### src/rtl/serial_adder_subtractor.sv
// serial_adder_subtractor: digit-serial signed add/subtract, LSB digit first, with optional saturation.
module serial_adder_subtractor #(
  parameter int WIDTH = 8,
  parameter int DIGIT = 2
) (
  input  logic             clk,
  input  logic             reset,
  input  logic             start,
  input  logic [WIDTH-1:0] a,
  input  logic [WIDTH-1:0] b,
  input  logic [1:0]       mode,
  output logic             busy,
  output logic             done,
  output logic [WIDTH-1:0] s,
  output logic             overflow,
  output logic             carry_out
);
  localparam int STEPS = WIDTH / DIGIT;
  localparam int CW = STEPS > 1 ? $clog2(STEPS) : 1;
  typedef enum logic [1:0] {IDLE, CALC, DONE} state_t;
  state_t state, state_n;
  logic [WIDTH-1:0] op_a, op_b, acc, raw;
  logic sat, sign_a, carry, last, cin_msb, ovf;
  logic [CW-1:0] cnt;
  logic [DIGIT:0] dsum;
  always_ff @(posedge clk or posedge reset)
    if (reset) state <= IDLE;
    else state <= state_n;
  always_comb begin
    state_n = state == IDLE ? (start ? CALC : IDLE) : state == CALC ? (last ? DONE : CALC) : IDLE;
    busy = state == CALC;
    done = state == DONE;
  end
  // On the last step the low operand digit holds the MSB, so sum^a^b at that bit is the carry into it.
  always_comb begin
    dsum = {1'b0, op_a[DIGIT-1:0]} + {1'b0, op_b[DIGIT-1:0]} + {{DIGIT{1'b0}}, carry};
    raw = WIDTH'({dsum[DIGIT-1:0], acc} >> DIGIT);
    last = cnt == CW'(STEPS - 1);
    cin_msb = dsum[DIGIT-1] ^ op_a[DIGIT-1] ^ op_b[DIGIT-1];
    ovf = cin_msb ^ dsum[DIGIT];
  end
  always_ff @(posedge clk or posedge reset)
    if (reset) begin
      op_a <= '0;
      op_b <= '0;
      acc <= '0;
      sat <= 1'b0;
      sign_a <= 1'b0;
      carry <= 1'b0;
      cnt <= '0;
      s <= '0;
      overflow <= 1'b0;
      carry_out <= 1'b0;
    end else if (state == IDLE && start) begin
      op_a <= a;
      op_b <= b ^ {WIDTH{mode[0]}};
      sat <= mode[1];
      sign_a <= a[WIDTH-1];
      carry <= mode[0];
      cnt <= '0;
    end else if (state == CALC) begin
      op_a <= op_a >> DIGIT;
      op_b <= op_b >> DIGIT;
      acc <= raw;
      carry <= dsum[DIGIT];
      cnt <= cnt + CW'(1);
      if (last) begin
        s <= (sat && ovf) ? (sign_a ? {1'b1, {(WIDTH-1){1'b0}}} : {1'b0, {(WIDTH-1){1'b1}}}) : raw;
        overflow <= ovf;
        carry_out <= dsum[DIGIT];
      end
    end
endmodule

### config.mk
export PLATFORM = sky130hd
export DESIGN_NAME = serial_adder_subtractor
export DESIGN_NICKNAME = d
export VERILOG_FILES = /design/src/rtl/serial_adder_subtractor.sv
export SDC_FILE = /design/constraint.sdc
export NUM_CORES = 1
export LEC_CHECK = 0
export ABC_AREA = 1
export CORE_UTILIZATION = 52
export CTS_CLUSTER_SIZE = 10
export DETAILED_ROUTE_END_ITERATION = 10
export PLACE_DENSITY = 0.79
export SLEW_MARGIN = 5
export SYNTH_ARGS = -nofsm -noshare
export SYNTH_HDL_FRONTEND = slang
export SYNTH_SLANG_ARGS = --single-unit
### constraint.sdc
create_clock -name clk -period 2.5 [get_ports clk]
set_clock_uncertainty 0.2 [all_clocks]
set_input_delay 0.375 -clock clk [delete_from_list [all_inputs] [get_ports clk]]
set_output_delay 0.375 -clock clk [all_outputs]
set_load 0.005 [all_outputs]
==> impl_metrics.toml, run 1 <==
[status]
outcome = "completed"

[detailed_routing]
vias = 1441
routed_via_density = 4.95
drt-pass1-iter-count = 4
drt-total-wl_mm = 3.28
avgRoutedWirePerCell_um = 11.3
antenna_left = 0
first_iter_violations = 52
drc = 0

[power]
vdd_drop_max_mv = 0.574
power_density_nw_per_um2 = 1210
p_leak_uw = 0.00114

[critical_path]
r2r_start = "op_a[0]"
start_kind = "register"
r2r_slack_ns = 0.14
cp_max_fo = 8
critical_path_required_ns = 2.55
cp-end-kind = "register"
ff2ff_path_depth = 11
critPathLaunch = "op_a[0]"
r2r_end = "s[6]"
arrival_ns = 2.41
path_class = "reg2reg"

[logic_synthesis]
synth_area_um2 = 1860
synthTopCellsByArea = "dfrtp_1 52%, nand2_1 18%, inv_1 4.6%, o221ai_1 4.2%, xor2_1 2.8%"
ys_top_cells_by_count = "87 x nand2_1, 39 x dfrtp_1, 23 x inv_1"
synth_most_common_cell = "nand2_1"
synth_top_area_share_pct = 52.4
synth_top_area_cell = "dfrtp_1"
async_reset_ff_share_pct = 100
synthFlopType = "dfrtp_1"
ys_seq_area_share_pct = 52.4
ys_ff_latch = 39
yosysUniqueCellTypes = 28
syn_inst = 210
avgSynthCellArea_um2 = 8.87
yosys_warnings = 0
syn_nets = 234
synth_edf_count = 0

[die]
initial_core_util_pct = 54.9
die_w_um = 61.8
die_area_um2 = 3820
rows = 21
die_h_um = 61.8
core-area_um2 = 3390
io_pins = 33

[sta]
finalHoldViolCount = 0
slew_headroom_pct = 67.9
rsz0062_at_grt = "false"
tightest_slew_ns = 0.479
setup_violations = 0
clock.fmax_mhz = 423
drv_slew = 0
fin_crit_ns = 2.36
whs_ns = 0.223
period_share_pct = 94.5
tns_ns = 0

[placed_design]
routabilityCongestion = 0.782
place_inst = 284
placed_cell_area_um2 = 2210
hpwl_mm = 2.29
portBuffers = 32

[global_routing]
grt_usage_pct = 20.0
grt_pass1_vias = 1207
overflow = 0
grt_pass1_wl_mm = 5.38
antenna_found_initial = 0
grt_max_degree = 40

[layout]
fin_nets = 269
finalCoreUtilization_pct = 67.1
fillCellCount = 286
design_area_um2 = 2270
regArea_um2 = 976
syn_to_final_growth_pct = 22.1
multi_input_area_um2 = 736
drive_above_1_share_pct = 10.2
layout.cells.non_filler = 291
antenna-diode-count = 0

[clocking]
clock_sinks = 39
cts-buffers-inserted = 5
postCtsSetupBuffers = 0
insertion_delay_ns = 0.35
clock_path_buffers = 2
postCtsHoldBufs = 0
cts_root_buf = "clkbuf_4"
ctsResizeCount = 0
cts_htree_levels = 2
cts_tree = "built"
clkSlewWorstSetupHoldPaths_ns = 0.11

[min_path]
holdCritPathClass = "in2async"

[run]
drv_cap = 0
state kept, by name, summed over array words and instances (netlist names):
| name | cells |
|---|---|
| acc | 6 |
| carry | 1 |
| carry_out | 1 |
| cnt | 2 |
| op_a | 8 |
| op_b | 8 |
| overflow | 1 |
| s | 8 |
| sat | 1 |
| sign_a | 1 |
| state | 2 |
area by class of cell:
cell class | count | share of cell area [%]
well taps | 46 | 2.53
multi-input cells | 137 | 32.4
flip-flops and latches | 39 | 42.9
clock buffers | 6 | 2.26
repair buffers | 34 | 14.7
clock inverters | 1 | 0.220
inverters | 28 | 4.95
how the worst max path moves through the flow:
stage / to / cells past startpoint / slack [ns]
floorplan: s[2] / 11 / 0.28
CTS: s[6] / 11 / 0.11
detailed placement: s[6] / 11 / 0.13
finish: s[6] / 11 / 0.14
global placement: s[2] / 11 / 0.21
global route: s[6] / 11 / 0.007
where the power goes:
group	leakage, µW	internal [µW]	switching [µW]
clock network	0.0000341	130	193
registers	0.000498	898	139
logic	0.000611	588	799
total	0.00114	1620	1130
routing by layer:
layer	global-route usage, %	vias up	wire length (µm)
met1	27.6	670	1640
met5	0	-	0
li1	-	731	-
met2	28.9	33	1430
met3	6.21	7	124
met4	9.21	0	79
cells by family (layout without fill, tap and decap cells):
logic type | Yosys count | in the layout | share of synthesized area [%]
adder cells (fa/ha/maj) | 3 | 3 | 2.82
AND/OR/NAND/NOR | 103 | 103 | 23.9
buffers and inverters | 34 | 69 | 8.20
XOR/XNOR | 7 | 7 | 3.29
AO/OA/AOI/OAI | 24 | 24 | 9.41
flip-flops | 39 | 39 | 52.4
placed cells by master, fill, tap and decap left out, types with 3 or more instances in the layout:
cell and instances:
clkbuf_4 5, clkdlybuf4s50_1 32, dfrtp_1 39, inv_1 23, inv_2 3, nand2_1 87
nand2_2 4, nand2_4 3, nor2_1 5, o211ai_1 4, o21ai_0 3, o21ai_1 4
o221ai_1 9, xor2_1 6
through the flow:
step	setup slack (ns)	power [µW]
finish	0.138	2750
CTS	0.110	2760
global placement	0.210	2400
detailed placement	0.130	2430
floorplan	0.283	2040
global route	0.00651	3000
worst max-delay path: stages, from the launching register on:
cell     delay [ns]
dfrtp_1        0.33
inv_1          0.06
fa_1           0.45
fa_2           0.60
xnor2_1        0.15
nand2_2        0.08
nand2_4        0.09
nand2_4        0.08
nand2_1        0.07
nand2_1        0.05
nand2_1        0.06
nand2_1        0.05
Power figures use the tool's default switching activity.
==> inputs of run 2 (changes only) <==
--- a/config.mk
+++ b/config.mk
@@ -7,6 +7,7 @@
 export LEC_CHECK = 0
 export ABC_AREA = 1
 export CORE_UTILIZATION = 52
+export CTS_CLUSTER_DIAMETER = 80
 export CTS_CLUSTER_SIZE = 10
 export DETAILED_ROUTE_END_ITERATION = 10
 export PLACE_DENSITY = 0.79
==> results of run 2 <==
The final DEF is identical to that of run 1; final timing and power are the same.
==> inputs of run 3 (changes only) <==
==> constraint.sdc (replaced) <==
create_clock -name clk -period 2.7 [get_ports clk]
set_clock_uncertainty 0.2 [all_clocks]
set_input_delay 0.405 -clock clk [delete_from_list [all_inputs] [get_ports clk]]
set_output_delay 0.405 -clock clk [all_outputs]
set_load 0.005 [all_outputs]
==> impl_metrics.toml, run 3 (synthesized netlist as in run 1, its figures left out) <==
[status]
outcome = "completed"

[sta]
slew_headroom_pct = 68.3
setup_violations = 0
whs_ns = 0.272
clock.fmax_mhz = 420
tightest_slew_ns = 0.475
finalHoldViolCount = 0
rsz0062_at_grt = "false"
drv_slew = 0
tns_ns = 0
setup_ws_ns = 0.322
period_share_pct = 88.1
fin_crit_ns = 2.38

[die]
rows = 21
core-area_um2 = 3390
die_h_um = 61.8
initial_core_util_pct = 54.9
die_area_um2 = 3820
io_pins = 33
die_w_um = 61.8

[critical_path]
critPathLaunch = "op_a[0]"
path_class = "reg2reg"
cp_common_cell = "nand2_1"
max_stage_delay_ns = 0.61
path_cells = "inv_1 > fa_1 > fa_1 > xnor2_1 > nand2_2 > nand2_4 > nand2_4 > nand2_1 > nand2_1 > nand2_1 > nand2_1"
cp_max_fo = 8
cp-end-kind = "register"
r2r_start = "op_a[0]"
arrival_ns = 2.42
start_kind = "register"
critical_path_required_ns = 2.74
crit_slowest_cell = "fa_1"

[power]
p_leak_uw = 0.00114
vdd_drop_max_mv = 0.513
power_density_nw_per_um2 = 1110

[global_routing]
grt_usage_pct = 20.1
overflow = 0
grt_max_degree = 40
grt_pass1_vias = 1222
grt_pass1_wl_mm = 5.46
antenna_found_initial = 0

[clocking]
cts-buffers-inserted = 5
clock_sinks = 39
cts_htree_levels = 2
ctsResizeCount = 0
cts_root_buf = "clkbuf_4"
postCtsHoldBufs = 0
postCtsSetupBuffers = 0
clkSlewWorstSetupHoldPaths_ns = 0.10
clock_path_buffers = 2
cts_tree = "built"
insertion_delay_ns = 0.33

[layout]
final_common_cell = "nand2_1"
layout.cells.non_filler = 291
top_regs = "op_a: 8 flops, op_b: 8 flops, s: 8 flops"
fin_nets = 269
fillCellCount = 289
antenna-diode-count = 0
finalCoreUtilization_pct = 67.0
syn_to_final_growth_pct = 22.0
final_cell_mix = "87 x nand2_1, 39 x dfrtp_1, 32 x clkdlybuf4s50_1, 23 x inv_1, 9 x o221ai_1"
drive_above_1_share_pct = 9.80

[placed_design]
hpwl_mm = 2.31
dp_worst_setup_slack_ns = 0.326
routabilityCongestion = 0.782
portBuffers = 32
place_inst = 284

[run]
drv_cap = 0

[detailed_routing]
avgRoutedWirePerCell_um = 11.0
drt-pass1-iter-count = 4
first_iter_violations = 76
drc = 0
vias = 1443
routed_via_density = 4.96
antenna_left = 0
drt-total-wl_mm = 3.21

[min_path]
holdCritPathClass = "in2async"
[run 3: per-layer routing]
layer / vias to the layer above / part of all wire [%] / global-route usage (%)
met5: - / 0 / 0
met4: 0 / 2.4 / 8.25
met3: 8 / 3.7 / 6.21
met2: 32 / 44 / 29.3
met1: 669 / 50 / 28.1
li1: 734 / - / -
[run 3: worst max-delay path: cells and delay by family, from the launching register on]
family,cells,cell delay [ns]
buf+inv,1,0.06
xor+xnor,1,0.16
simple gates,7,0.47
flops,1,0.34
fa+ha+maj,2,1.06
[run 3: final cells by class]
type / count / area (µm²) / share of cell area [%]
sequential: 39 / 976 / 43.0
multi-input combinational: 137 / 733 / 32.3
timing repair buffer: 34 / 335 / 14.8
inverter: 28 / 113 / 4.96
tap: 46 / 57.6 / 2.53
clock buffer: 6 / 51.3 / 2.26
clock inverter: 1 / 5.00 / 0.220
[run 3: final timing paths]
check,to,slack [ns],depth (start not counted)
min reg2reg,cnt[0],0.28,1
min,carry_out,0.27,3
max reg2reg,s[6],0.32,11
max in group asynchronous,op_a[7],1.70,3
max,s[6],0.32,11
min in group clk,cnt[0],0.28,1
[run 3: metrics by stage]
step	instance area [µm²]	power, µW
after global placement	2210	2220
after floorplan	1860	1890
after CTS	2270	2560
final	2270	2530
after detailed placement	2210	2250
after global routing	2270	2770
[run 3: power breakdown]
group | internal, µW | switching (µW) | leakage (µW)
clock | 121 | 173 | 0.0000341
sequential | 831 | 130 | 0.000498
combinational | 539 | 733 | 0.000611
total | 1490 | 1040 | 0.00114
